## config.mk

```make
export PLATFORM = sky130hd
export DESIGN_NAME = sampdacfeed
export DESIGN_NICKNAME = d
export VERILOG_FILES = /design/src/rtl/sampdacfeed.sv
export SDC_FILE = /design/constraint.sdc
export NUM_CORES = 1
export LEC_CHECK = 0
export ABC_AREA = 1
export BUFFER_PORTS_ARGS = -buffer_cell sky130_fd_sc_hd__buf_2
export CAP_MARGIN = 20
export CORE_UTILIZATION = 45
export CTS_CLUSTER_SIZE = 24
export DETAILED_ROUTE_END_ITERATION = 8
export SETUP_SLACK_MARGIN = 0.5
export SLEW_MARGIN = 10
export SYNTH_ARGS = -nofsm -noshare
export SYNTH_HDL_FRONTEND = slang
export SYNTH_SLANG_ARGS = --single-unit
```

## constraint.sdc

```tcl
create_clock -name clk -period 5.85 [get_ports clk]
set_input_delay 1.17 -clock clk [delete_from_list [all_inputs] [get_ports clk]]
set_output_delay 1.17 -clock clk [all_outputs]
set_load 0.005 [all_outputs]
```

## src/rtl/sampdacfeed.sv

```systemverilog
// rtl/sampdacfeed.sv - unpacks 72-bit sample entries (9x8/6x12/12x6) into 8-bit DAC codes
// Optional underrun counter at adr 6: define SAMPDACFEED_UNDERRUN_CNT_EN.
module sampdacfeed #(
  parameter int SAMPLE_W = 72
) (
  input  logic                clk,
  input  logic                rst,
  input  logic                sq_active,
  input  logic [SAMPLE_W-1:0] sample,
  input  logic                sample_valid,
  output logic                sample_ready,
  output logic [7:0]          dac_out,
  output logic                dac_strobe,
  input  logic                wb_stb_i,
  input  logic                wb_cyc_i,
  input  logic                wb_we_i,
  input  logic [15:0]         wb_adr_i,
  input  logic [7:0]          wb_dat_i,
  output logic [7:0]          wb_dat_o,
  output logic                wb_ack_o
);

  typedef enum logic [1:0] {ST_IDLE, ST_WAIT, ST_PLAY} state_t;

  state_t        state;
  logic [71:0]   sr;
  logic [7:0]    hold_ctr;
  logic [3:0]    field_idx;
  logic          underrun;
  logic          enable;
  logic [1:0]    mode;
  logic [7:0]    hold_cnt;
  logic [15:0]   offset;
  logic [2:0]    out_shift;

  logic [71:0]   sr_rot;
  logic [3:0]    nfields;
  logic          last_hold;
  logic          last_field;
  logic          end_of_entry;
  logic          underrun_evt;
  logic          wb_wr;
  logic          cfg_wr;

  // Mode 3 is treated as 9x8 everywhere through the default branches.
  function automatic logic [11:0] field_of(input logic [71:0] v, input logic [1:0] m);
    case (m)
      2'd1:    field_of = v[71:60];
      2'd2:    field_of = {6'd0, v[71:66]};
      default: field_of = {4'd0, v[71:64]};
    endcase
  endfunction

  function automatic logic [71:0] rotate(input logic [71:0] v, input logic [1:0] m);
    case (m)
      2'd1:    rotate = {v[59:0], v[71:60]};
      2'd2:    rotate = {v[65:0], v[71:66]};
      default: rotate = {v[63:0], v[71:64]};
    endcase
  endfunction

  function automatic logic [7:0] conv(input logic [11:0] f, input logic [15:0] ofs,
                                      input logic [2:0] sh);
    logic signed [16:0] s;
    logic [15:0]        t;
    s = $signed({5'd0, f}) + $signed({ofs[15], ofs});
    t = s[15:0] >> sh;
    if (s[16])
      conv = 8'h00;
    else if (t > 16'd255)
      conv = 8'hFF;
    else
      conv = t[7:0];
  endfunction

  always_comb begin
    sr_rot = rotate(sr, mode);
    case (mode)
      2'd1:    nfields = 4'd6;
      2'd2:    nfields = 4'd12;
      default: nfields = 4'd9;
    endcase
    last_hold    = (hold_ctr == hold_cnt);
    last_field   = (field_idx == nfields - 4'd1);
    end_of_entry = (state == ST_PLAY) && last_hold && last_field;
    sample_ready = sq_active && ((state == ST_WAIT) || end_of_entry);
    underrun_evt = sq_active && end_of_entry && !sample_valid;
    wb_wr        = wb_stb_i && wb_cyc_i && wb_we_i;
    cfg_wr       = wb_wr && !sq_active;
  end

  always_ff @(posedge clk or posedge rst) begin
    if (rst) begin
      state      <= ST_IDLE;
      sr         <= '0;
      hold_ctr   <= '0;
      field_idx  <= '0;
      dac_out    <= '0;
      dac_strobe <= 1'b0;
      underrun   <= 1'b0;
      enable     <= 1'b0;
      mode       <= '0;
      hold_cnt   <= '0;
      offset     <= '0;
      out_shift  <= '0;
    end else begin
      dac_strobe <= 1'b0;
      if (cfg_wr) begin
        case (wb_adr_i[2:0])
          3'd0: begin
            enable <= wb_dat_i[0];
            mode   <= wb_dat_i[5:4];
            if (wb_dat_i[7]) underrun <= 1'b0;
          end
          3'd1:    hold_cnt     <= wb_dat_i;
          3'd2:    offset[7:0]  <= wb_dat_i;
          3'd3:    offset[15:8] <= wb_dat_i;
          3'd4:    out_shift    <= wb_dat_i[2:0];
          default: ;
        endcase
      end
      if (!sq_active) begin
        state     <= ST_IDLE;
        hold_ctr  <= '0;
        field_idx <= '0;
      end else begin
        case (state)
          ST_IDLE: if (enable) state <= ST_WAIT;
          ST_WAIT: begin
            if (sample_valid) begin
              sr         <= sample[71:0];
              field_idx  <= '0;
              hold_ctr   <= '0;
              state      <= ST_PLAY;
              dac_out    <= conv(field_of(sample[71:0], mode), offset, out_shift);
              dac_strobe <= 1'b1;
            end
          end
          ST_PLAY: begin
            if (!last_hold) begin
              hold_ctr <= hold_ctr + 8'd1;
            end else if (!last_field) begin
              sr         <= sr_rot;
              field_idx  <= field_idx + 4'd1;
              hold_ctr   <= '0;
              dac_out    <= conv(field_of(sr_rot, mode), offset, out_shift);
              dac_strobe <= 1'b1;
            end else if (sample_valid) begin
              sr         <= sample[71:0];
              field_idx  <= '0;
              hold_ctr   <= '0;
              dac_out    <= conv(field_of(sample[71:0], mode), offset, out_shift);
              dac_strobe <= 1'b1;
            end else begin
              state    <= ST_WAIT;
              underrun <= 1'b1;
            end
          end
          default: state <= ST_IDLE;
        endcase
      end
    end
  end

`ifdef SAMPDACFEED_UNDERRUN_CNT_EN
  logic [7:0] underrun_cnt;

  // Clearing is allowed even during playback, unlike the other registers.
  always_ff @(posedge clk or posedge rst) begin
    if (rst)
      underrun_cnt <= '0;
    else if (wb_wr && wb_adr_i[2:0] == 3'd6)
      underrun_cnt <= '0;
    else if (underrun_evt && underrun_cnt != 8'hFF)
      underrun_cnt <= underrun_cnt + 8'd1;
  end
`else
  logic [7:0] underrun_cnt;
  assign underrun_cnt = 8'h00;
  logic unused_evt;
  assign unused_evt = underrun_evt;
`endif

  always_comb begin
    case (wb_adr_i[2:0])
      3'd0:    wb_dat_o = {underrun, 1'b0, mode, 3'b000, enable};
      3'd1:    wb_dat_o = hold_cnt;
      3'd2:    wb_dat_o = offset[7:0];
      3'd3:    wb_dat_o = offset[15:8];
      3'd4:    wb_dat_o = {5'd0, out_shift};
      3'd6:    wb_dat_o = underrun_cnt;
      default: wb_dat_o = 8'h00;
    endcase
  end

  assign wb_ack_o = 1'b1;

  logic unused_adr;
  assign unused_adr = &{1'b0, wb_adr_i[15:3]};

endmodule
```

==> run summary <==
The most critical setup path has its startpoint at mode[0]. The I/O pin total was 122; the total inserted antenna cells was 0. The startpoint of the worst-slack reg-to-reg timing path was mode[0].

The via count of the first global-routing pass came out at 10300. The number of pins with negative max-slew slack in the final report was 0. The first global-routing pass estimated 54700 microns of wire. For this design, the CTS-stage hold fixing added 0 buffers. After clock tree synthesis, the clock-pin slew on the worst setup and hold paths is 60 ps. Of all nets on the critical path, the largest fanout is 52. Power spread over the standard cell area amounts to 429 nW/um^2.

The transition time of the tightest slew-check pin is 900 ps, and the total wire length is 33600 microns. Setup violations remaining at the end of the flow were counted as 0. The count of nets left with antenna violations once routing finished came out at 0.

The vertical extent of the die is 155 microns. The tools report the number of buffers inserted by post-CTS setup repair as 0. The static power due to leakage is 5.70 nW.

Of the total power, combinational logic draws 50.0%. The post-synth net total was 1705; the data required time at the worst endpoint was 6170 ps. The initialized floorplan defines 55 standard-cell rows. After layout, the design draws a total of 0.00507 W. The sequential-to-total area share from yosys stat is 29.9%, and the half-perimeter wire length after placement is 24800 microns. The total area inside the core boundary comes to 22800 sq um.

For the maximum achievable frequency, the log shows 208 MHz. The share of synthesized registers carrying an async set or reset is 100%, and the die area is 24000 sq um. Worst setup slack for register-to-register paths: 1050 ps. Before antenna repair, the detailed router went through 5 iterations.

The cell count after synthesis is 1566, and the ratio of routed vias to standard cells is 5.65. Net switching is 45.9% of the power. Setup repair after global routing left no endpoint under its margin.

In this run the horizontal extent of the chip is 155 microns. The most critical setup path has its endpoint at dac_out[3]. The worst hold path belongs to the class register to register. The run gives 5120 ps as the data arrival at the endpoint of the critical path. In this run the mean area of a mapped cell was 6.73 sq um.

The wire length per cell works out to 17.2 microns. The final route contains 11000 vias. Global routing used 28.9% of the available tracks across all layers. Counting flops and latches in the post-synthesis netlist gives 126.

After detailed routing, the number of remaining DRC violations is 0. The clock tree synthesis step divided the H-tree into 4 levels. The cell area that synthesis handed to floorplanning was 10500 sq um. The number of antenna violations at the first check in global routing is 0, and the layout filler cell count is 2363. TritonCTS built the clock tree.

After global routing the overflow that remains totals 0. For the portion of total power attributed to the clock network, the log shows 21.6%. The minimum clock period after layout was 4800 ps; the maximum number of pins on one net before global-route repair was 92. The synthesized design contains 0 enable-type register cells. During placement, the flow inserted port buffers numbering 107. The final-report hold violation count is 0, and the yosys synthesis warning count is 0. The worst setup path is launched from a register.

Headroom to the max-slew limit came out at 40.0%. The later pin in the worst-skew pair is clocked with a latency of 430 ps. Adding up every negative setup slack in the final design gives 0 ps. The run gives 2 as the worst-case clock buffer depth. After the last flow step, the layout net total stands at 1768. The number of cells on the worst reg-to-reg path was 26; the peak supply drop was 0.263 mV. For this design the total switching power over the nets is 0.00233 W. The fraction of layout instances using a drive strength above 1 came out at 12.6%.

Weighted congestion at the end of routability-driven global placement: 0.897. The most instantiated flip-flop cell in the synthesis netlist is dfrtp_1. The run gives 46.3% as the initial core utilization. Leaving out fill and tap cells, the most frequent cell in the layout is nand2_1.

Count of cells resized by post-cts repair: 0. In the layout the commonest cells are nand2_1 (396), inv_1 (196), o21ai_0 (156). The type of the worst setup path was register to register. The worst setup path is captured at a register. For this block, the initial DRC count from the detailed router was 1022. Synthesis instantiated 59 different standard cells from the library. The internal portion of the total power is 0.00274 W. The fraction of power consumed by sequential logic is 28.4%.

Compared with the post-synthesis result, the final layout area differs by 12.1%. Clock tree synthesis inserted a total of 17 buffers. Clock skew on the completed layout was measured at 12.5 ps.

The endpoint identified for the worst register-to-register timing path is dac_out[3]. Dividing the final minimum period by the clock period gives 82.0%. Cell chosen for the clock root: clkbuf_16.

Across the run, the number of max-cap violations was 0. The run gives 126 as the number of clock sinks. The flow ran to the end, and the final reports show no timing, DRC or antenna violations.
## cell type report
type                            instances  area (sq um)  area share [%]
Sequential cell                       126          3150            26.7
Multi-Input combinational cell       1154          6250            52.8
Inverter                              204           768            6.50
Clock buffer                           20           457            3.86
Tap cell                              313           392            3.31
Clock inverter                         11           131            1.11
Timing Repair Buffer                  126           678            5.73
## routing by layer
layer  vias up  track usage (%)  wire length, microns
li1       5474                -                     -
met1      5181             41.4                 16000
met2       358             45.3                 15100
met3        32             5.07                  2060
met4         0             6.65                   406
met5         -                0                     0
## stage by stage
stage	utilization [%]	cells	hold WS [ps]	setup slack, ps	cell area [sq um]
6_report	51.9	1954	476	1050	11800
5_1_grt	51.9	1954	505	621	11800
3_3_place_gp	49.3	1923	462	1250	11200
3_5_place_dp	49.3	1923	465	1130	11200
4_1_cts	51.9	1954	482	1110	11800
2_1_floorplan	-	1566	470	1320	10500
## cells in the mapped netlist (12+ instances only)
master,count,area [sq um]
nand2_1,396,1490
inv_1,197,739
o21ai_0,156,781
dfrtp_1,126,3150
nand3_1,116,581
o22ai_1,95,594
nor2_1,79,297
a21oi_1,54,270
clkbuf_1,45,169
ha_1,34,425
o221ai_1,29,254
o211ai_1,25,188
buf_2,23,115
a22oi_1,19,143
o21ai_1,16,80.1
o311ai_0,12,105
xnor2_1,12,105
## power groups by stage
| stage | combinational [W] | sequential (W) | clock, W |
|---|---|---|---|
| final | 0.00254 | 0.00144 | 0.00109 |
| after global routing | 0.00286 | 0.00148 | 0.00115 |
| after CTS | 0.00252 | 0.00143 | 0.00111 |
| after detailed placement | 0.00251 | 0.00145 | 0 |
| after global placement | 0.00248 | 0.00144 | 0 |
| after floorplan | 0.00192 | 0.00136 | 0 |
## how the worst min path moves through the flow
| stage | start | end | slack, ps | depth (start not counted) |
|---|---|---|---|---|
| finish | dac_out[7] | dac_out[7] | 480 | 2 |
| global placement | dac_out[1] | dac_out[1] | 460 | 2 |
| CTS | dac_out[7] | dac_out[7] | 480 | 2 |
| floorplan | enable | enable | 470 | 2 |
| detailed placement | dac_out[1] | dac_out[1] | 460 | 2 |
| global route | dac_out[6] | dac_out[6] | 500 | 2 |
## worst max-delay path: stages, from the launching register on
cell and delay (ps):
dfrtp_1 410, inv_1 90, ha_1 310, buf_4 220, inv_2 660, o22ai_1 190
a21oi_1 240, or2_2 150, a22oi_1 80, ha_1 240, fa_1 450, nand3_1 140
nand3_1 150, nand2_1 90, nand2_1 60, xnor2_1 250, nand2_1 110, nand3_1 100
nand2_1 90, nor2_1 110, nand2_1 70, nand2_2 130, nand3_1 100, nand2_1 80
nand2_1 60, nand2_1 50, nand2_1 50
## flip-flops by register name, indices dropped and copies added, names as in the netlist
name	cells
offset	16
out_shift	3
dac_strobe	1
enable	1
state	2
dac_out	8
mode	2
hold_cnt	8
sr	72
hold_ctr	8
underrun	1
field_idx	4
## logic make-up after synthesis
group | synth area share, %
flops | 29.9
simple gates | 26.3
compound gates | 24.8
fa+ha+maj | 4.41
buf+inv | 10.9
mux | 1.95
other cells | 0.0356
xor+xnor | 1.66
Note: power is estimated with default switching activity, not from simulation.
